`config.mk`:
```
export PLATFORM = sky130hd
export DESIGN_NAME = leitor_chamadas_flat
export DESIGN_NICKNAME = d
export VERILOG_FILES = /design/src/rtl/elevador_pkg.sv /design/src/rtl/leitor_chamadas_if.sv /design/src/rtl/seletor_proximo_andar.sv /design/src/rtl/leitor_chamadas.sv /design/src/flat_wrapper.sv
export SDC_FILE = /design/constraint.sdc
export NUM_CORES = 1
export LEC_CHECK = 0
export ABC_AREA = 1
export CAP_MARGIN = 20
export CELL_PAD_IN_SITES_DETAIL_PLACEMENT = 2
export CELL_PAD_IN_SITES_GLOBAL_PLACEMENT = 2
export CORE_UTILIZATION = 27
export CTS_CLUSTER_SIZE = 14
export DETAILED_ROUTE_END_ITERATION = 8
export PLACE_DENSITY = 0.9
export SYNTH_ARGS = -nofsm -noshare
export SYNTH_HDL_FRONTEND = slang
export SYNTH_SLANG_ARGS = --single-unit
export TNS_END_PERCENT = 1
```
`constraint.sdc`:
```
create_clock -name clock_in -period 2.2 [get_ports clock_in]
set_input_delay 0.44 -clock clock_in [delete_from_list [all_inputs] [get_ports clock_in]]
set_output_delay 0.44 -clock clock_in [all_outputs]
set_load 0.005 [all_outputs]
```
`src/rtl/elevador_pkg.sv`:
```
// Shared types and constants for the elevator call reader.
// Holds the reader FSM encoding, floor-code sizing and a floor-mask helper.
package elevador_pkg;

  localparam int N_ANDARES_MAX = 4;
  localparam int LARGURA_ANDAR = 2;

  typedef enum logic [1:0] {
    OCIOSO,
    SUBINDO,
    DESCENDO,
    ATENDENDO
  } estado_leitor_t;

  // One-hot mask for a floor code; codes outside the served range give 0
  function automatic logic [N_ANDARES_MAX-1:0] mascara_andar(
    input logic [LARGURA_ANDAR-1:0] andar,
    input int                       n_andares
  );
    mascara_andar = '0;
    if (int'(andar) < n_andares)
      mascara_andar[andar] = 1'b1;
  endfunction

endpackage

```
`src/rtl/leitor_chamadas_if.sv`:
```
// Call-reader bus: switch/button requests and floor-controller feedback in,
// target floor, direction, hold and pending bitmap out.
interface leitor_chamadas_if;
  import elevador_pkg::*;

  logic [LARGURA_ANDAR-1:0] andar_atual;
  logic [LARGURA_ANDAR-1:0] andar_chamada;
  logic                     confirma_chamada;
  logic [LARGURA_ANDAR-1:0] andar_destino;
  logic                     confirma_destino;
  logic                     chegou;
  logic [LARGURA_ANDAR-1:0] andar_proximo;
  logic                     proximo_valido;
  logic                     subindo;
  logic                     parar_elevador;
  logic [N_ANDARES_MAX-1:0] pendentes;

  modport master (
    output andar_atual, andar_chamada, confirma_chamada,
    output andar_destino, confirma_destino, chegou,
    input  andar_proximo, proximo_valido, subindo,
    input  parar_elevador, pendentes
  );

  modport slave (
    input  andar_atual, andar_chamada, confirma_chamada,
    input  andar_destino, confirma_destino, chegou,
    output andar_proximo, proximo_valido, subindo,
    output parar_elevador, pendentes
  );

endinterface

```
`src/rtl/seletor_proximo_andar.sv`:
```
// Combinational search of the pending bitmap around the current floor.
// In: pendentes, andar_atual. Out: tem_acima/abaixo/atual, menor_acima, maior_abaixo.
module seletor_proximo_andar
  import elevador_pkg::*;
#(
  parameter int N_ANDARES = 4
) (
  input  logic [N_ANDARES_MAX-1:0] pendentes,
  input  logic [LARGURA_ANDAR-1:0] andar_atual,
  output logic                     tem_acima,
  output logic                     tem_abaixo,
  output logic                     tem_atual,
  output logic [LARGURA_ANDAR-1:0] menor_acima,
  output logic [LARGURA_ANDAR-1:0] maior_abaixo
);

  always_comb begin
    tem_acima    = 1'b0;
    tem_abaixo   = 1'b0;
    menor_acima  = '0;
    maior_abaixo = '0;
    // Scan downward so the last hit is the nearest floor above
    for (int i = N_ANDARES - 1; i >= 0; i--) begin
      if (pendentes[i] && i > int'(andar_atual)) begin
        tem_acima   = 1'b1;
        menor_acima = LARGURA_ANDAR'(i);
      end
    end
    // Scan upward so the last hit is the nearest floor below
    for (int i = 0; i < N_ANDARES; i++) begin
      if (pendentes[i] && i < int'(andar_atual)) begin
        tem_abaixo   = 1'b1;
        maior_abaixo = LARGURA_ANDAR'(i);
      end
    end
    tem_atual = |(pendentes & mascara_andar(andar_atual, N_ANDARES));
  end

endmodule

```
`src/rtl/leitor_chamadas.sv`:
```
// Pending-call store and direction-preserving sweep scheduler.
// Ports: clock_in, reset (async, active-high), bus (slave side of call bus).
module leitor_chamadas
  import elevador_pkg::*;
#(
  parameter int N_ANDARES = 4
) (
  input  logic              clock_in,
  input  logic              reset,
  leitor_chamadas_if.slave  bus
);

  estado_leitor_t           estado;
  logic [N_ANDARES_MAX-1:0] pendentes;
  logic                     dir;
  logic [LARGURA_ANDAR-1:0] proximo;
  logic                     valido;
  logic                     parar;

  logic                     tem_acima;
  logic                     tem_abaixo;
  logic                     tem_atual;
  logic [LARGURA_ANDAR-1:0] menor_acima;
  logic [LARGURA_ANDAR-1:0] maior_abaixo;

  logic [N_ANDARES_MAX-1:0] mascara_set;
  logic [N_ANDARES_MAX-1:0] mascara_clr;

  seletor_proximo_andar #(
    .N_ANDARES (N_ANDARES)
  ) u_seletor (
    .pendentes    (pendentes),
    .andar_atual  (bus.andar_atual),
    .tem_acima    (tem_acima),
    .tem_abaixo   (tem_abaixo),
    .tem_atual    (tem_atual),
    .menor_acima  (menor_acima),
    .maior_abaixo (maior_abaixo)
  );

  always_comb begin
    mascara_set = '0;
    mascara_clr = '0;
    if (bus.confirma_chamada)
      mascara_set = mascara_set
                  | mascara_andar(bus.andar_chamada, N_ANDARES);
    if (bus.confirma_destino)
      mascara_set = mascara_set
                  | mascara_andar(bus.andar_destino, N_ANDARES);
    if (bus.chegou && estado == ATENDENDO)
      mascara_clr = mascara_andar(bus.andar_atual, N_ANDARES);
  end

  // Clear applied after set: the door is already open at that floor
  always_ff @(posedge clock_in or posedge reset) begin
    if (reset)
      pendentes <= '0;
    else
      pendentes <= (pendentes | mascara_set) & ~mascara_clr;
  end

  always_ff @(posedge clock_in or posedge reset) begin
    if (reset) begin
      estado  <= OCIOSO;
      dir     <= 1'b1;
      proximo <= '0;
      valido  <= 1'b0;
      parar   <= 1'b1;
    end else begin
      unique case (estado)
        OCIOSO, SUBINDO, DESCENDO: begin
          if (tem_atual) begin
            estado  <= ATENDENDO;
            proximo <= bus.andar_atual;
            valido  <= 1'b1;
            parar   <= 1'b1;
          end else if (tem_acima &&
                       (estado != DESCENDO || !tem_abaixo)) begin
            estado  <= SUBINDO;
            dir     <= 1'b1;
            proximo <= menor_acima;
            valido  <= 1'b1;
            parar   <= 1'b0;
          end else if (tem_abaixo) begin
            estado  <= DESCENDO;
            dir     <= 1'b0;
            proximo <= maior_abaixo;
            valido  <= 1'b1;
            parar   <= 1'b0;
          end else begin
            estado  <= OCIOSO;
            valido  <= 1'b0;
            parar   <= 1'b1;
          end
        end
        ATENDENDO: begin
          if (!bus.chegou) begin
            proximo <= bus.andar_atual;
          end else if (tem_acima && (dir || !tem_abaixo)) begin
            estado  <= SUBINDO;
            dir     <= 1'b1;
            proximo <= menor_acima;
            parar   <= 1'b0;
          end else if (tem_abaixo) begin
            estado  <= DESCENDO;
            dir     <= 1'b0;
            proximo <= maior_abaixo;
            parar   <= 1'b0;
          end else begin
            estado  <= OCIOSO;
            valido  <= 1'b0;
          end
        end
        default: estado <= OCIOSO;
      endcase
    end
  end

  assign bus.pendentes      = pendentes;
  assign bus.subindo        = dir;
  assign bus.andar_proximo  = proximo;
  assign bus.proximo_valido = valido;
  assign bus.parar_elevador = parar;

endmodule

```
`src/flat_wrapper.sv`:
```
// flat-port wrapper written by rule: the top's interface ports become plain ports
module leitor_chamadas_flat import elevador_pkg::*;
#(
  parameter int N_ANDARES = 4
)
  (clock_in, reset, bus_andar_atual, bus_andar_chamada, bus_confirma_chamada, bus_andar_destino, bus_confirma_destino, bus_chegou, bus_andar_proximo, bus_proximo_valido, bus_subindo, bus_parar_elevador, bus_pendentes);
  leitor_chamadas_if bus_i ();
  input  logic clock_in;
  input  logic reset;
  input wire logic [$bits(bus_i.andar_atual)-1:0] bus_andar_atual;
  input wire logic [$bits(bus_i.andar_chamada)-1:0] bus_andar_chamada;
  input wire logic [$bits(bus_i.confirma_chamada)-1:0] bus_confirma_chamada;
  input wire logic [$bits(bus_i.andar_destino)-1:0] bus_andar_destino;
  input wire logic [$bits(bus_i.confirma_destino)-1:0] bus_confirma_destino;
  input wire logic [$bits(bus_i.chegou)-1:0] bus_chegou;
  output wire logic [$bits(bus_i.andar_proximo)-1:0] bus_andar_proximo;
  output wire logic [$bits(bus_i.proximo_valido)-1:0] bus_proximo_valido;
  output wire logic [$bits(bus_i.subindo)-1:0] bus_subindo;
  output wire logic [$bits(bus_i.parar_elevador)-1:0] bus_parar_elevador;
  output wire logic [$bits(bus_i.pendentes)-1:0] bus_pendentes;
  assign bus_i.andar_atual = bus_andar_atual;
  assign bus_i.andar_chamada = bus_andar_chamada;
  assign bus_i.confirma_chamada = bus_confirma_chamada;
  assign bus_i.andar_destino = bus_andar_destino;
  assign bus_i.confirma_destino = bus_confirma_destino;
  assign bus_i.chegou = bus_chegou;
  assign bus_andar_proximo = bus_i.andar_proximo;
  assign bus_proximo_valido = bus_i.proximo_valido;
  assign bus_subindo = bus_i.subindo;
  assign bus_parar_elevador = bus_i.parar_elevador;
  assign bus_pendentes = bus_i.pendentes;
  leitor_chamadas #(.N_ANDARES(N_ANDARES)) u_core (.clock_in(clock_in), .reset(reset), .bus(bus_i));
endmodule
```
==> summary.md <==
| Metric | Value |
|---|---|
| Status | `finished with violations` |
| Failing checks | `design-rule violations` |
| Syn-to-layout area delta | `31.1%` |
| Final Hold Vio Count | `0` |
| Netlist cell types | `20` |
| Crit share post-route | `0.851` |
| Setup Skew | `14.5 ps` |
| Total global-route track usage | `0.206` |
| Number of CTS-inserted buffers | `3` |
| Sequential power share | `0.305` |
| Vias per cell | `5.04` |
| Unrepaired setup endpoints after global routing | `false` |
| Slew @ Worst Pin | `484 ps` |
| Met2 WL | `1.38 mm` |
| Tmin final | `1870 ps` |
| Mean Syn Cell Area | `6.40 sq um` |
| H-tree level count | `1` |
| Post-synthesis adder-cell area fraction | `0` |
| 1st-iter DRT viols | `23` |
| Post-CTS Setup Bufs | `0` |
| Synth area leaders | `dfrtp_1 27%, nand2_1 18%, inv_1 11%` |
| Post-CTS Hold Fix Bufs | `0` |
| Count of final max-slew check failures | `0` |
| Max Fclk | `534 MHz` |
| Sink Count | `11` |
| Internal power | `0.667 mW` |
| Vias in the first global route | `1068` |
| Primary FF master, synth | `dfrtp_1` |
| CTS max path bufs | `2` |
| First-pass GRT wire length | `5.15 mm` |
| DR WL/cell | `16.2 um` |
| Finish-stage setup viols | `0` |
| WL met1 | `1.53 mm` |
| Class of the worst hold path | `input port to async pin` |
| Max layer used | `met4` |
| Yosys reg bits | `11` |
| Synth warn | `0` |
| Total leakage power | `0.581 nW` |
| Setup_tns | `0 ps` |
| Most frequent cell after synthesis | `nand2_1` |
| Post-synthesis mux area share | `0` |
| CP startpoint kind | `input port` |
| Crit path kind | `input port to flop` |
| Async SR Flop Fraction | `1.00` |
| Switching power total | `0.573 mW` |
| Synth top cells by count | `40 x nand2_1, 24 x inv_1, 12 x nand3_1, 9 x dfrtp_1, 7 x nor2_1` |
| Synth Area in XOR/XNOR | `0` |
| Pwr dens | `1120 nW/um^2` |
| Number of max-cap violations | `0` |
| Post-Synth Simple-Gate Area | `0.403` |
| Root buf cell | `clkbuf_4` |
| Share of cells above drive strength 1 | `0.147` |
| Routed wl met3 | `65 um` |
| Detailed Routing Iterations Pass 1 | `6` |
| Maximum vdd drop | `0.439 mV` |
| Synth area leader | `dfrtp_1` |
| WL final | `3.02 mm` |
| Slew HR | `0.677` |
| Vias | `943` |
| Clk pin slew, worst setup/hold paths | `90 ps` |
| Post-layout util | `0.388` |
| CTS tree | `built` |
| Sequential area share after synthesis | `0.329` |
| Die footprint | `3360 sq um` |
| Element type at the critical path end | `flop` |
| Post-Syn Area | `845 sq um` |
| Share of the synthesized area in the top cell type | `0.267` |
| Number of antenna diodes | `0` |
| Gpl congestion | `0.825` |
| Initial antenna violation count | `0` |
| Grt total ovfl | `0` |
| Port Buffer Count | `19` |
| Max FO, Critical Path | `6` |
| Sw Ratio | `0.462` |
| Initial Util | `0.296` |
| Nets | `168` |
| Residual DRC count | `1` |
| Worst skew pair latency | `290 ps` |
| HPWL after DPL | `2.57 mm` |
| Core box area | `2850 sq um` |
| Ports | `20` |
| EDFF count, synth | `0` |
| CP Data Required Time | `2410 ps` |
| Reg2Reg Depth | `7` |
| Syn Inst Count | `132` |
| Post-route ant nets | `0` |
| Synthesized Nets | `143` |
| Core Rows | `19` |
| Synth Area in Compound Gates | `0.135` |
| Post-cts repair resize count | `0` |
| Logic pwr share | `0.573` |
| Combinational family with the most area after synthesis | `simple AND/OR/NAND/NOR gates` |
| Die extent in x | `57.9 um` |
| Pin count of the biggest net entering global routing | `12` |
| Critical Path AT | `2080 ps` |
| Die span in y | `57.9 um` |
| Clock power frac | `0.123` |
## registers in the layout (all words and copies together), names as in the netlist
register	cells
u_core.bus.pendentes	4
u_core.bus.andar_proximo	2
u_core.bus.parar_elevador	1
u_core.bus.proximo_valido	1
u_core.bus.subindo	1
u_core.estado	2
## critical path, stage by stage
cell and delay (ps):
clkdlybuf4s50_1 540, buf_4 220, nand3_1 120, nand4_2 180
o21ai_1 340, nand2_1 100, nand2_1 80, nand2_1 50
## layout by cell type, fill, tap and decap left out, types with 2 or more instances in the layout
cell type        instances
nand2_1                 40
inv_1                   24
clkdlybuf4s50_1         19
nand3_1                 12
dfrtp_1                  9
nor2_1                   7
nand2_2                  6
o21ai_0                  5
inv_2                    4
nor3_1                   4
o32ai_1                  4
a21oi_1                  3
o21ai_1                  3
clkbuf_4                 3
nor2_2                   2
o31ai_1                  2
buf_4                    2
dfstp_2                  2
## per-layer routing
| metal | global-route usage | vias up |
|---|---|---|
| met4 | 0.0510 | 0 |
| met1 | 0.300 | 462 |
| met5 | 0 | - |
| li1 | - | 464 |
| met3 | 0.0268 | 5 |
| met2 | 0.325 | 12 |
## cell families after synthesis
family                 Yosys count
AO/OA/AOI/OAI                   18
buffers and inverters           29
flip-flops                      11
AND/OR/NAND/NOR                 74
## through the flow
step / setup slack (ps) / cells / hold slack, ps / power, mW / cell area, sq um
floorplan: 796 / 132 / 291 / 0.770 / 845
global placement: 127 / 183 / 471 / 1.05 / 1080
detailed placement: 83.0 / 183 / 486 / 1.09 / 1080
CTS: 341 / 187 / 489 / 1.25 / 1110
global route: 214 / 187 / 515 / 1.35 / 1110
finish: 327 / 187 / 464 / 1.24 / 1110
## cell type report
class	instances	area, sq um
Clock buffer	4	26.3
Tap cell	31	38.8
Timing Repair Buffer	21	205
Multi-Input combinational cell	92	454
Inverter	28	105
Fill cell	354	1750
Sequential cell	11	278
## power groups by stage
stage	clock network, mW	logic [mW]	registers [mW]
final	0.152	0.710	0.378
after global routing	0.164	0.795	0.393
after CTS	0.156	0.719	0.378
after detailed placement	0	0.711	0.383
after global placement	0	0.679	0.375
after floorplan	0	0.404	0.365
## final timing paths
kind / start / end / slack, ps
max: bus_andar_atual[1] / u_core.bus.subindo / 330
min: reset / u_core.bus.pendentes[2] / 460
max reg2reg: u_core.estado[1] / u_core.bus.subindo / 670
min reg2reg: u_core.bus.subindo / u_core.bus.subindo / 500
max in group asynchronous: reset / u_core.bus.subindo / 1370
min in group clock_in: u_core.bus.subindo / u_core.bus.subindo / 500
Power figures use the tool's default switching activity.
